===== config.mk =====
export PLATFORM = sky130hd
export DESIGN_NAME = multicycle_controller
export DESIGN_NICKNAME = d
export VERILOG_FILES = /design/src/rtl/mips_pkg.sv /design/src/rtl/perf_counter.sv /design/src/rtl/multicycle_controller.sv
export SDC_FILE = /design/constraint.sdc
export NUM_CORES = 1
export LEC_CHECK = 0
export ABC_AREA = 1
export CAP_MARGIN = 20
export CORE_ASPECT_RATIO = 1.4
export CORE_MARGIN = 3
export CORE_UTILIZATION = 45
export CTS_CLUSTER_DIAMETER = 120
export DETAILED_ROUTE_END_ITERATION = 16
export PLACE_DENSITY = 0.71
export SLEW_MARGIN = 20
export SYNTH_ARGS = -nofsm -noshare
export SYNTH_HDL_FRONTEND = slang
export SYNTH_HIERARCHICAL = 1
export SYNTH_SLANG_ARGS = --single-unit

===== constraint.sdc =====
create_clock -name clk -period 2.6 [get_ports clk]
set_clock_uncertainty 0.2 [all_clocks]
set_input_delay 0.52 -clock clk [delete_from_list [all_inputs] [get_ports clk]]
set_output_delay 0.52 -clock clk [all_outputs]
set_load 0.02 [all_outputs]

===== src/rtl/mips_pkg.sv =====
// Shared definitions for the multicycle MIPS controller.
// Contents: opcode constants, datapath mux codes, the controller state
// enum, the registered control-word struct, and the pure functions that
// give the next state and the control word for each state.
package mips_pkg;

    localparam logic [5:0] OP_RTYPE = 6'h00;
    localparam logic [5:0] OP_LW    = 6'h23;
    localparam logic [5:0] OP_SW    = 6'h2B;
    localparam logic [5:0] OP_BEQ   = 6'h04;
    localparam logic [5:0] OP_J     = 6'h02;
    localparam logic [5:0] OP_ADDI  = 6'h08;
    localparam logic [5:0] OP_HLT   = 6'h3F;

    localparam logic [1:0] ALUOP_ADD   = 2'b00;
    localparam logic [1:0] ALUOP_SUB   = 2'b01;
    localparam logic [1:0] ALUOP_FUNCT = 2'b10;

    localparam logic [1:0] PCSRC_ALU    = 2'd0;
    localparam logic [1:0] PCSRC_ALUOUT = 2'd1;
    localparam logic [1:0] PCSRC_JUMP   = 2'd2;

    localparam logic [1:0] SRCB_RT       = 2'd0;
    localparam logic [1:0] SRCB_FOUR     = 2'd1;
    localparam logic [1:0] SRCB_SEXT     = 2'd2;
    localparam logic [1:0] SRCB_SEXT_SH2 = 2'd3;

    typedef enum logic [3:0] {
        S_IDLE, S_FETCH, S_DECODE, S_MEMADR, S_MEMRD, S_MEMWB, S_MEMWR,
        S_EXEC, S_RWB, S_ADDIEX, S_ADDIWB, S_BRANCH, S_JUMP, S_HALT
    } state_t;

    typedef struct packed {
        logic       mem_read;
        logic       mem_write;
        logic       iord;
        logic       ir_write;
        logic       pc_write;
        logic       pc_write_cond;
        logic [1:0] pc_source;
        logic       alu_src_a;
        logic [1:0] alu_src_b;
        logic [1:0] alu_op;
        logic       addi;
        logic       reg_dst;
        logic       mem_to_reg;
        logic       reg_write;
        logic       halted;
    } ctrl_t;

    function automatic logic is_defined_op(input logic [5:0] op);
        logic ok;
        case (op)
            OP_RTYPE, OP_LW, OP_SW, OP_BEQ, OP_J, OP_ADDI, OP_HLT: ok = 1'b1;
            default:                                              ok = 1'b0;
        endcase
        return ok;
    endfunction

    function automatic state_t next_state(input state_t s, input logic [5:0] op,
                                          input logic ready);
        state_t n;
        case (s)
            S_IDLE:   n = S_FETCH;
            S_FETCH:  n = ready ? S_DECODE : S_FETCH;
            S_DECODE: begin
                case (op)
                    OP_LW, OP_SW: n = S_MEMADR;
                    OP_RTYPE:     n = S_EXEC;
                    OP_BEQ:       n = S_BRANCH;
                    OP_J:         n = S_JUMP;
                    OP_ADDI:      n = S_ADDIEX;
                    OP_HLT:       n = S_HALT;
                    default:      n = S_FETCH;
                endcase
            end
            S_MEMADR: n = (op == OP_LW) ? S_MEMRD : S_MEMWR;
            S_MEMRD:  n = ready ? S_MEMWB : S_MEMRD;
            S_MEMWB:  n = S_FETCH;
            S_MEMWR:  n = ready ? S_FETCH : S_MEMWR;
            S_EXEC:   n = S_RWB;
            S_RWB:    n = S_FETCH;
            S_ADDIEX: n = S_ADDIWB;
            S_ADDIWB: n = S_FETCH;
            S_BRANCH: n = S_FETCH;
            S_JUMP:   n = S_FETCH;
            S_HALT:   n = S_HALT;
            default:  n = S_IDLE;
        endcase
        return n;
    endfunction

    // Control word held while in state s. Fields not listed stay 0.
    function automatic ctrl_t ctrl_of(input state_t s);
        ctrl_t c;
        c = '0;
        case (s)
            S_FETCH: begin
                c.mem_read  = 1'b1;
                c.ir_write  = 1'b1;
                c.alu_src_b = SRCB_FOUR;
                c.pc_write  = 1'b1;
            end
            S_DECODE: c.alu_src_b = SRCB_SEXT_SH2;
            S_MEMADR: begin
                c.alu_src_a = 1'b1;
                c.alu_src_b = SRCB_SEXT;
            end
            S_MEMRD: begin
                c.mem_read = 1'b1;
                c.iord     = 1'b1;
            end
            S_MEMWB: begin
                c.reg_write  = 1'b1;
                c.mem_to_reg = 1'b1;
            end
            S_MEMWR: begin
                c.mem_write = 1'b1;
                c.iord      = 1'b1;
            end
            S_EXEC: begin
                c.alu_src_a = 1'b1;
                c.alu_op    = ALUOP_FUNCT;
            end
            S_RWB: begin
                c.reg_write = 1'b1;
                c.reg_dst   = 1'b1;
            end
            S_ADDIEX: begin
                c.alu_src_a = 1'b1;
                c.alu_src_b = SRCB_SEXT;
                c.addi      = 1'b1;
            end
            S_ADDIWB: c.reg_write = 1'b1;
            S_BRANCH: begin
                c.alu_src_a     = 1'b1;
                c.alu_op        = ALUOP_SUB;
                c.pc_write_cond = 1'b1;
                c.pc_source     = PCSRC_ALUOUT;
            end
            S_JUMP: begin
                c.pc_write  = 1'b1;
                c.pc_source = PCSRC_JUMP;
            end
            S_HALT:  c.halted = 1'b1;
            default: c = '0;
        endcase
        return c;
    endfunction

endpackage


===== src/rtl/perf_counter.sv =====
// Free-running event counter that wraps modulo 2^CNT_W.
// Ports: clk, rst (async active-low, clears count), en (count this cycle),
//        count (current value).
module perf_counter #(
    parameter int CNT_W = 32
) (
    input  logic             clk,
    input  logic             rst,
    input  logic             en,
    output logic [CNT_W-1:0] count
);

    localparam logic [CNT_W-1:0] ONE = {{(CNT_W-1){1'b0}}, 1'b1};

    always_ff @(posedge clk or negedge rst) begin
        if (!rst) begin
            count <= '0;
        end else if (en) begin
            count <= count + ONE;
        end
    end

endmodule


===== src/rtl/multicycle_controller.sv =====
// Sequencing FSM for a multicycle MIPS datapath sharing one memory for
// instruction fetch and data access.
// Ports: clk, rst (async active-low); opcode (IR[31:26]), zero (ALU flag),
//        mem_ready (memory handshake); datapath controls MemRead, MemWrite,
//        mem_req, IorD, IRWrite, PCWrite, PCWriteCond, PCSource, ALUSrcA,
//        ALUSrcB, ALUOp, addi, RegDst, MemtoReg, RegWrite; status halted,
//        illegal, retire; counters cycle_cnt, instr_cnt.
module multicycle_controller
    import mips_pkg::*;
#(
    parameter int CNT_W = 32
) (
    input  logic             clk,
    input  logic             rst,
    input  logic [5:0]       opcode,
    input  logic             zero,
    input  logic             mem_ready,
    output logic             mem_req,
    output logic             MemRead,
    output logic             MemWrite,
    output logic             IorD,
    output logic             IRWrite,
    output logic             PCWrite,
    output logic             PCWriteCond,
    output logic [1:0]       PCSource,
    output logic             ALUSrcA,
    output logic [1:0]       ALUSrcB,
    output logic [1:0]       ALUOp,
    output logic             addi,
    output logic             RegDst,
    output logic             MemtoReg,
    output logic             RegWrite,
    output logic             halted,
    output logic             illegal,
    output logic             retire,
    output logic [CNT_W-1:0] cycle_cnt,
    output logic [CNT_W-1:0] instr_cnt
);

    state_t state_reg;
    state_t state_next;
    ctrl_t  ctrl_reg;

    assign state_next = next_state(state_reg, opcode, mem_ready);

    // The control word is registered alongside the state, so it always
    // equals the decode of the current state without a combinational path.
    always_ff @(posedge clk or negedge rst) begin
        if (!rst) begin
            state_reg <= S_IDLE;
            ctrl_reg  <= '0;
        end else begin
            state_reg <= state_next;
            ctrl_reg  <= ctrl_of(state_next);
        end
    end

    logic in_decode;
    logic in_fetch;
    logic count_en;

    assign in_decode = (state_reg == S_DECODE);
    // Only FETCH raises IRWrite in its control word.
    assign in_fetch  = ctrl_reg.ir_write;

    assign MemRead     = ctrl_reg.mem_read;
    assign MemWrite    = ctrl_reg.mem_write;
    assign mem_req     = ctrl_reg.mem_read | ctrl_reg.mem_write;
    assign IorD        = ctrl_reg.iord;
    assign PCWriteCond = ctrl_reg.pc_write_cond;
    assign PCSource    = ctrl_reg.pc_source;
    assign ALUSrcA     = ctrl_reg.alu_src_a;
    assign ALUSrcB     = ctrl_reg.alu_src_b;
    assign ALUOp       = ctrl_reg.alu_op;
    assign addi        = ctrl_reg.addi;
    assign RegDst      = ctrl_reg.reg_dst;
    assign MemtoReg    = ctrl_reg.mem_to_reg;
    assign RegWrite    = ctrl_reg.reg_write;
    assign halted      = ctrl_reg.halted;

    // PC and IR update in FETCH only on the cycle the memory delivers.
    assign IRWrite = ctrl_reg.ir_write & mem_ready;
    assign PCWrite = (ctrl_reg.pc_write & (~in_fetch | mem_ready))
                   | (ctrl_reg.pc_write_cond & zero);

    assign illegal = in_decode & ~is_defined_op(opcode);

    // An instruction completes when leaving its final state; HLT completes
    // in DECODE as it enters HALT, and a store only once the write lands.
    always_comb begin
        retire = 1'b0;
        case (state_reg)
            S_MEMWB, S_RWB, S_ADDIWB, S_BRANCH, S_JUMP: retire = 1'b1;
            S_MEMWR:  retire = mem_ready;
            S_DECODE: retire = (opcode == OP_HLT);
            default:  retire = 1'b0;
        endcase
    end

    assign count_en = (state_reg != S_IDLE) && (state_reg != S_HALT);

    perf_counter #(.CNT_W(CNT_W)) u_cycle_counter (
        .clk   (clk),
        .rst   (rst),
        .en    (count_en),
        .count (cycle_cnt)
    );

    perf_counter #(.CNT_W(CNT_W)) u_instr_counter (
        .clk   (clk),
        .rst   (rst),
        .en    (retire),
        .count (instr_cnt)
    );

endmodule


==> Word level (Yosys, flattened, before mapping) <==
Index checks and enable logic that the tools add are counted.
{ "op_classes": {"bitwise": 9, "mul": 0, "n_div": 0, "magnitude_cmp": 0, "add_sub_neg": 2, "muxes": 23, "eq_ne": 33, "n_reduce_logical": 14, "shift": 0} }
{ "op_table": {"columns": ["operator", "count"], "rows": [
  ["adder 32 x 1 -> 32 bit, second input constant", 2],
  ["== test 4 bit, second input constant", 12],
  ["one-hot mux 4 bit (9 select lines)", 1],
  ["== test 4 x 3 -> 1 bit, second input constant", 8],
  ["one-hot mux 4 bit (6 select lines)", 1],
  ["== test 6 bit, second input constant", 3],
  ["== test 4 x 2 -> 1 bit, second input constant", 4],
  ["2-to-1 mux 1 bit", 14],
  ["OR reduction 2 bit", 5],
  ["== test 4 x 1 -> 1 bit, second input constant", 2],
  ["one-hot mux 2 bit (2 select lines)", 2],
  ["OR reduction 7 bit", 1],
  ["== test 6 x 2 -> 1 bit, second input constant", 1],
  ["== test 6 x 3 -> 1 bit, second input constant", 1],
  ["== test 6 x 4 -> 1 bit, second input constant", 1],
  ["logical NOT 6 bit", 1],
  ["one-hot mux 2 bit (3 select lines)", 1],
  ["OR reduction 6 bit", 1],
  ["OR reduction 5 bit", 1],
  ["AND 1 bit", 4],
  ["logical NOT 4 bit", 1],
  ["2-to-1 mux 2 bit", 2],
  ["!= test 4 bit, second input constant", 1],
  ["nonzero test 4 bit", 1],
  ["other kinds (7)", 10]
]} }
{ "totals": {"latchBits": 0, "romBits": 0, "output_inout_bits": 85, "input_bits": 10, "n_memories": 0, "ram_bits": 0, "reg_bits": 86} }

==> Depth between registers and ports, before layout <==
{ "logic_depth": {"ltp_word": 7, "ltp_mapped": 13, "ltp_nobuf": 13} }

==> By module <==
The synthesis kept the hierarchy.
{ "modules_own_cells": {"columns": ["mod", "cells_per_inst", "instances", "seq_area_each_um2", "area_per_inst_um2"], "rows": [
  ["perf_counter", 229, 2, 800.8, 1761.7],
  ["multicycle_controller", 153, 1, 500.5, 1143.6]
]} }

==> Worst setup path after synthesis <==
OpenSTA, ideal clock, no wires.
{ "synth_timing": {"kind": "register to register", "from": "register state_reg[3]", "to": "register u_instr_counter.count[29]", "setup_ns": 0.117, "slack_ns": 0.166, "synth_period_minus_slack_ns": 2.434, "required_ns": 2.283, "path_stages_with_launch": 11, "t_arrival_ns": 2.116, "path_buffers": 0, "cell_sequence": "dfrtp_1 -> nor2_2 -> nand2_2 -> o2111ai_1 -> inv_2 -> nor2_2 -> nand3_2 -> nor2_4 -> nand2_1 -> nand2_1 -> nand2_1"} }
{ "synth_via": {"elab_chain_cells": 3, "word_cells_on_any_way": 9, "classes_between": "eq/ne (7); mux (1); reduce/logical (1)"} }
{ "synth_rtl": {"columns": ["element", "line", "text"], "rows": [
  ["from (decl)", "multicycle_controller.sv:40", "state_t state_reg;"],
  ["from (signal assigned)", "multicycle_controller.sv:53", "state_reg <= state_next;"],
  ["== test 4 x 3 -> 1 bit / == test 4 bit (equally long branches)", "multicycle_controller.sv:92", "case (state_reg)"],
  ["OR reduction 5 bit", "multicycle_controller.sv:92", null],
  ["one-hot mux 1 bit (3 select lines) (*)", "multicycle_controller.sv:92", null],
  ["net retire", "multicycle_controller.sv:35", "output logic retire,"],
  ["to (signal assigned)", "perf_counter.sv:19", "count <= count + ONE;"],
  ["to (decl)", "perf_counter.sv:10", "output logic [CNT_W-1:0] count"]
]} }
Mark *: on every way through the listed nets, which the timed path passes. The rest lies on a longest branch.
A chain may end at the register's enable or synchronous reset.

==> Final worst setup path <==
{ "layout_timing": {"from": "input port mem_ready", "to": "output port IRWrite"} }
{ "layout_via": {"elab_chain_cells": 1} }
{ "layout_rtl": {"columns": ["element", "line", "text"], "rows": [
  ["from (decl)", "multicycle_controller.sv:17", "input logic mem_ready,"],
  ["AND 1 bit", "multicycle_controller.sv:82", "assign IRWrite = ctrl_reg.ir_write & mem_ready;"],
  ["to (decl)", "multicycle_controller.sv:22", "output logic IRWrite,"]
]} }
No other way between the ends.

==> impl_metrics.yaml <==
status:
  status: "complete, no violations"
critical_path:
  worst_r2r_path_depth: 14
  cp-start-kind: "primary input"
  rr_startpoint: "state_reg[0]"
  crit_type: "in2out"
  worst_setup_path_end_kind: "output pin"
  crit_required_ns: 1.88
  cp_max_fo: 4
  worstPathArrival_ns: 1.77
  reg2reg_slack_ns: 0.25
  r2r_end: "u_instr_counter/count[30]"
sta:
  min_period_over_period_pct: 95.8
  rsz0062_at_grt: "false"
  worstMarginPinSlew_ns: 0.453
  fin_setup_tns_ns: 0
  fin_crit_ns: 2.49
  hold_viol_final: 0
  slew_viol_final: 0
  max_freq_mhz: 402
  fin_ws_ns: 0.110
  relSlewSlack_pct: 69.8
  setup_viol: 0
route:
  initialDrtViolationCount: 213
  finalWirelength_microns: 11800
  post-route-drc-count: 0
  via_count: 4311
  routed_via_density: 4.92
  ant_nets: 0
  dr.pass1.iters: 4
  wl_per_cell_microns: 13.5
global_routing:
  grt_max_degree: 39
  grt_pass1_wl_microns: 20100
  grt_pass1_vias: 4338
  antenna_found_initial: 0
  overflow: 0
  grtUsageTotal_pct: 21.4
hold_path:
  hold_class: "reg2reg"
  hold_end: "u_cycle_counter/count[15]"
  hold_depth: 1
  hp-start: "u_cycle_counter/count[15]"
logic_synthesis:
  yosysTopAreaCell: "dfrtp_1"
  synth.cell_area_sq_um: 4670
  avgSynthCellArea_sq_um: 7.64
  synth_seq_cells: 84
  synth.area.top_cells: "dfrtp_1, nand2_1, nor2_1"
  yosys_warnings: 6
  synth_top_area_share_pct: 45.0
  synth_fp_nets: 623
  synth.distinct_cells: 27
  seq_area_frac_synth_pct: 45.0
  syn_inst: 611
clock_network:
  clock_sink_count: 84
  clock_latency_ns: 0.33
  root_buffer: "clkbuf_16"
  cts_max_path_buffers: 2
  h-tree-depth: 3
  clk_pin_slew_ns: 0.06
  postCtsSetupBuffers: 0
  cts_buffers: 9
  cts_tree: "done"
power:
  ir_worst_vdd_mv: 0.544
  p_leak_uw: 0.00286
  power-per-cell-area_nw_per_um2: 712
placement:
  io_buffers: 94
  hpwlAfterDp_microns: 9270
  place_inst: 859
  place_congestion: 0.893
  preCtsSetupSlack_ns: -0.350
finish:
  fillers: 906
  area_delta_synth_final_pct: 33.4
  fin_util_pct: 62.2
  seqCellArea_sq_um: 2100
  layout.cells.non_filler: 876
  multi_input_area_sq_um: 2280
  diodes: 0
  nets: 748
  drive_gt1_share_pct: 14.4
die:
  initial_core_util_pct: 46.6
  row_count: 43
  io_pins: 95
  core_sq_um: 10000
  die_x_microns: 92.1
  die_y_microns: 126
  dieArea_sq_um: 11600
job:
  drv_cap: 0
## per-stage QoR
| stage | power (uW) | cell area, sq um | hold slack [ns] |
|---|---|---|---|
| final | 4430 | 6220 | 0.311 |
| after global routing | 4720 | 6220 | 0.340 |
| after CTS | 4490 | 6230 | 0.316 |
| after detailed placement | 3260 | 5930 | 0.301 |
| after global placement | 3250 | 5930 | 0.284 |
| after floorplan | 2650 | 4670 | 0.0244 |
## layout make-up
cell class              count  area share, %
multi-input cells         454           36.6
inverters                  67           4.06
repair buffers            120           18.3
flip-flops and latches     84           33.8
clock inverters             1         0.0804
clock buffers              15           4.46
well taps                 135           2.71
## worst max-delay path, stage by stage
cell and delay [ns]:
clkdlybuf4s50_1 0.54, nand2_1 0.07, inv_1 0.05, clkdlybuf4s50_1 0.59
## placed cells by master, fill, tap and decap left out, types with 6 or more instances in the layout
master           synthesis  final
nor2_2                  24     25
xnor2_1                 12     12
nand3b_1                13     13
nand3_1                 52     52
nand2_2                 15     15
clkdlybuf4s50_1          0     90
nor2_4                   8      8
buf_4                    6     25
dfrtp_1                 84     84
clkbuf_16                0      9
nand3_2                  6      6
xor2_1                  22     22
nand2_1                186    186
nor2_1                  89     88
inv_1                   61     61
## cells in the mapped netlist
| master | instances |
|---|---|
| o211ai_1 | 1 |
| nand3_1 | 52 |
| nor3_1 | 6 |
| ha_1 | 2 |
| a22o_1 | 1 |
| nor2_2 | 24 |
| or3b_2 | 1 |
| buf_4 | 6 |
| xnor2_1 | 12 |
| and2_1 | 5 |
| nand2_2 | 15 |
| inv_1 | 61 |
| o21ai_2 | 1 |
| inv_2 | 5 |
| dfrtp_1 | 84 |
| a21oi_2 | 1 |
| nand3b_1 | 13 |
| clkinv_2 | 1 |
| o2111ai_1 | 1 |
| a21oi_1 | 2 |
| nor2_1 | 89 |
| nand2_1 | 186 |
| or2_2 | 1 |
| nand3_2 | 6 |
| nor2_4 | 8 |
| nand4_1 | 5 |
| xor2_1 | 22 |
## where the power goes
group	switching (uW)	internal, uW
sequential	193	1490
clock	478	725
combinational	927	618
## how the worst max path moves through the flow
stage | from | endpoint | slack, ns | depth (start not counted)
global placement | opcode[4] | retire | -0.29 | 6
floorplan | state_reg[3] | u_instr_counter/count[29] | 0.17 | 10
finish | mem_ready | IRWrite | 0.11 | 4
CTS | opcode[3] | illegal | 0.0006 | 8
global route | opcode[1] | u_instr_counter/count[30] | 0.009 | 13
detailed placement | opcode[3] | retire | -0.35 | 6
## kinds of logic after synthesis
group	synth area share [%]
buf+inv	6.38
simple gates	40.5
compound gates	1.13
xor+xnor	6.38
fa+ha+maj	0.536
flops	45.0
## layer usage
layer,vias up,global-route usage (%),wire (microns)
met3,18,3.62,530
met2,104,38.9,6280
li1,2143,-,-
met4,0,9.45,294
met5,-,0,0
met1,2046,24.3,4740
## timing repair
action	CTS	global route
hold endpoints to repair	30	0
resized for setup	9	4
endpoints found under the setup margin	3	2
hold buffers	1	0
(Power assumes the default switching activity.)
==> RTL change (same settings) <==
`CNT_W` is set to 32 in 2 places; all go to 16.
--- a/src/rtl/perf_counter.sv
+++ b/src/rtl/perf_counter.sv
@@ -2,7 +2,7 @@
 // Ports: clk, rst (async active-low, clears count), en (count this cycle),
 //        count (current value).
 module perf_counter #(
-    parameter int CNT_W = 32
+    parameter int CNT_W = 16
 ) (
     input  logic             clk,
     input  logic             rst,
--- a/src/rtl/multicycle_controller.sv
+++ b/src/rtl/multicycle_controller.sv
@@ -8,7 +8,7 @@
 module multicycle_controller
     import mips_pkg::*;
 #(
-    parameter int CNT_W = 32
+    parameter int CNT_W = 16
 ) (
     input  logic             clk,
     input  logic             rst,
Interface: changed (resized cycle_cnt and instr_cnt); port bits go from 95 to 63. No check against the original RTL was run, so the function may have changed too.
==> RTL change against the original RTL <==
Worst setup slack worse by 27 ps. Sequential share of layout area rose by 1.5 points. Wire length decreased by 52%. Area after synthesis decreased by 41%. Combinational power shrank 9.7%. Total power down 25%. Final area down 41%. Maximum frequency is 1.1% lower. Sequential power down 30%. Sequential cell count shrank 32. Hold slack lost 180 ps. Critical path type unchanged. Largest cell class is now flip-flops and latches. Largest power group is now combinational cells.
==> RTL change: results (changes against the original RTL) <==
| Metric | Value |
|---|---|
| Met1 Use GR | 0.1835 (-0.05959) |
| Share of cells above drive strength 1 | 0.1509 (+0.006544) |
| Synth top cells by count | 82 x nand2_1, 52 x dfrtp_1, 45 x inv_1, 45 x nor2_1, 34 x nand3_1 |
| Vias after detailed routing | 2,414 (-44%) |
| Leakage | 1.829 nW (-36%) |
| Total wire length | 5723 um (-52%) |
| Placed Cells | 486 (-43%) |
| Outcome | complete, no violations |
| M1 WL | 2284 um (-52%) |
| R2r endpoint | u_instr_counter/count[13] |
| Global-route met2 utilization | 0.3172 (-0.07222) |
| Setup WS pre-CTS | -316.3 ps (+34.11 ps) |
| Vias per inst | 4.887 (-0.70%) |
| Met3 GRT Util | 0.02347 (-0.01271) |
| Worst hold slack | 126.6 ps (-184.6 ps) |
| Clk_lat worst skew | 290 ps (-40 ps) |
| Fin util | 0.6241 (+0.002042) |
| DP Wirelength | 4433 um (-52%) |
| Slew margin rel. | 0.5774 (-0.1205) |
| Met2 Wirelength | 3166 um (-50%) |
| Met3 routed WL | 214 um (-60%) |
| Synthesized instance count | 347 (-43%) |
| Reg-to-reg slack, setup | 420 ps (+170 ps) |
| H-Tree Depth | 2 (-1) |
| Buffers added on ports | 62 (-34%) |
| Sw power | 1.265 mW (-21%) |
| VDD IR max | 0.5855 mV (+7.7%) |
| Filler Cell Count | 539 (-41%) |
| Hold Crit Class | in -> async |
==> RTL change: cell types whose count changed in the layout (fill, tap and decap cells not counted), sizes merged, moves of 16 or more <==
cell	delta
inv	-16
nor2	-64
nand2	-110
nand3	-20
dfrtp	-32
clkdlybuf4s50	-32
==> RTL change: cells by family (layout without fill, tap and decap cells) <==
kind of cell / after synthesis / after routing / synth area share
AO/OA/AOI/OAI: 7 / 7 / 0.01897
XOR/XNOR: 22 / 22 / 0.06956
adder cells (fa/ha/maj): 2 / 2 / 0.009032
buffers and inverters: 59 / 136 / 0.09124
flip-flops: 52 / 52 / 0.4697
AND/OR/NAND/NOR: 205 / 205 / 0.3415
==> RTL change: layout make-up <==
class / count / share of cell area
clock buffer: 5 / 0.01868
clock inverter: 3 / 0.02445
inverter: 51 / 0.05229
multi-input combinational: 236 / 0.3331
sequential: 52 / 0.3531
tap: 70 / 0.02377
timing repair buffer: 77 / 0.1946
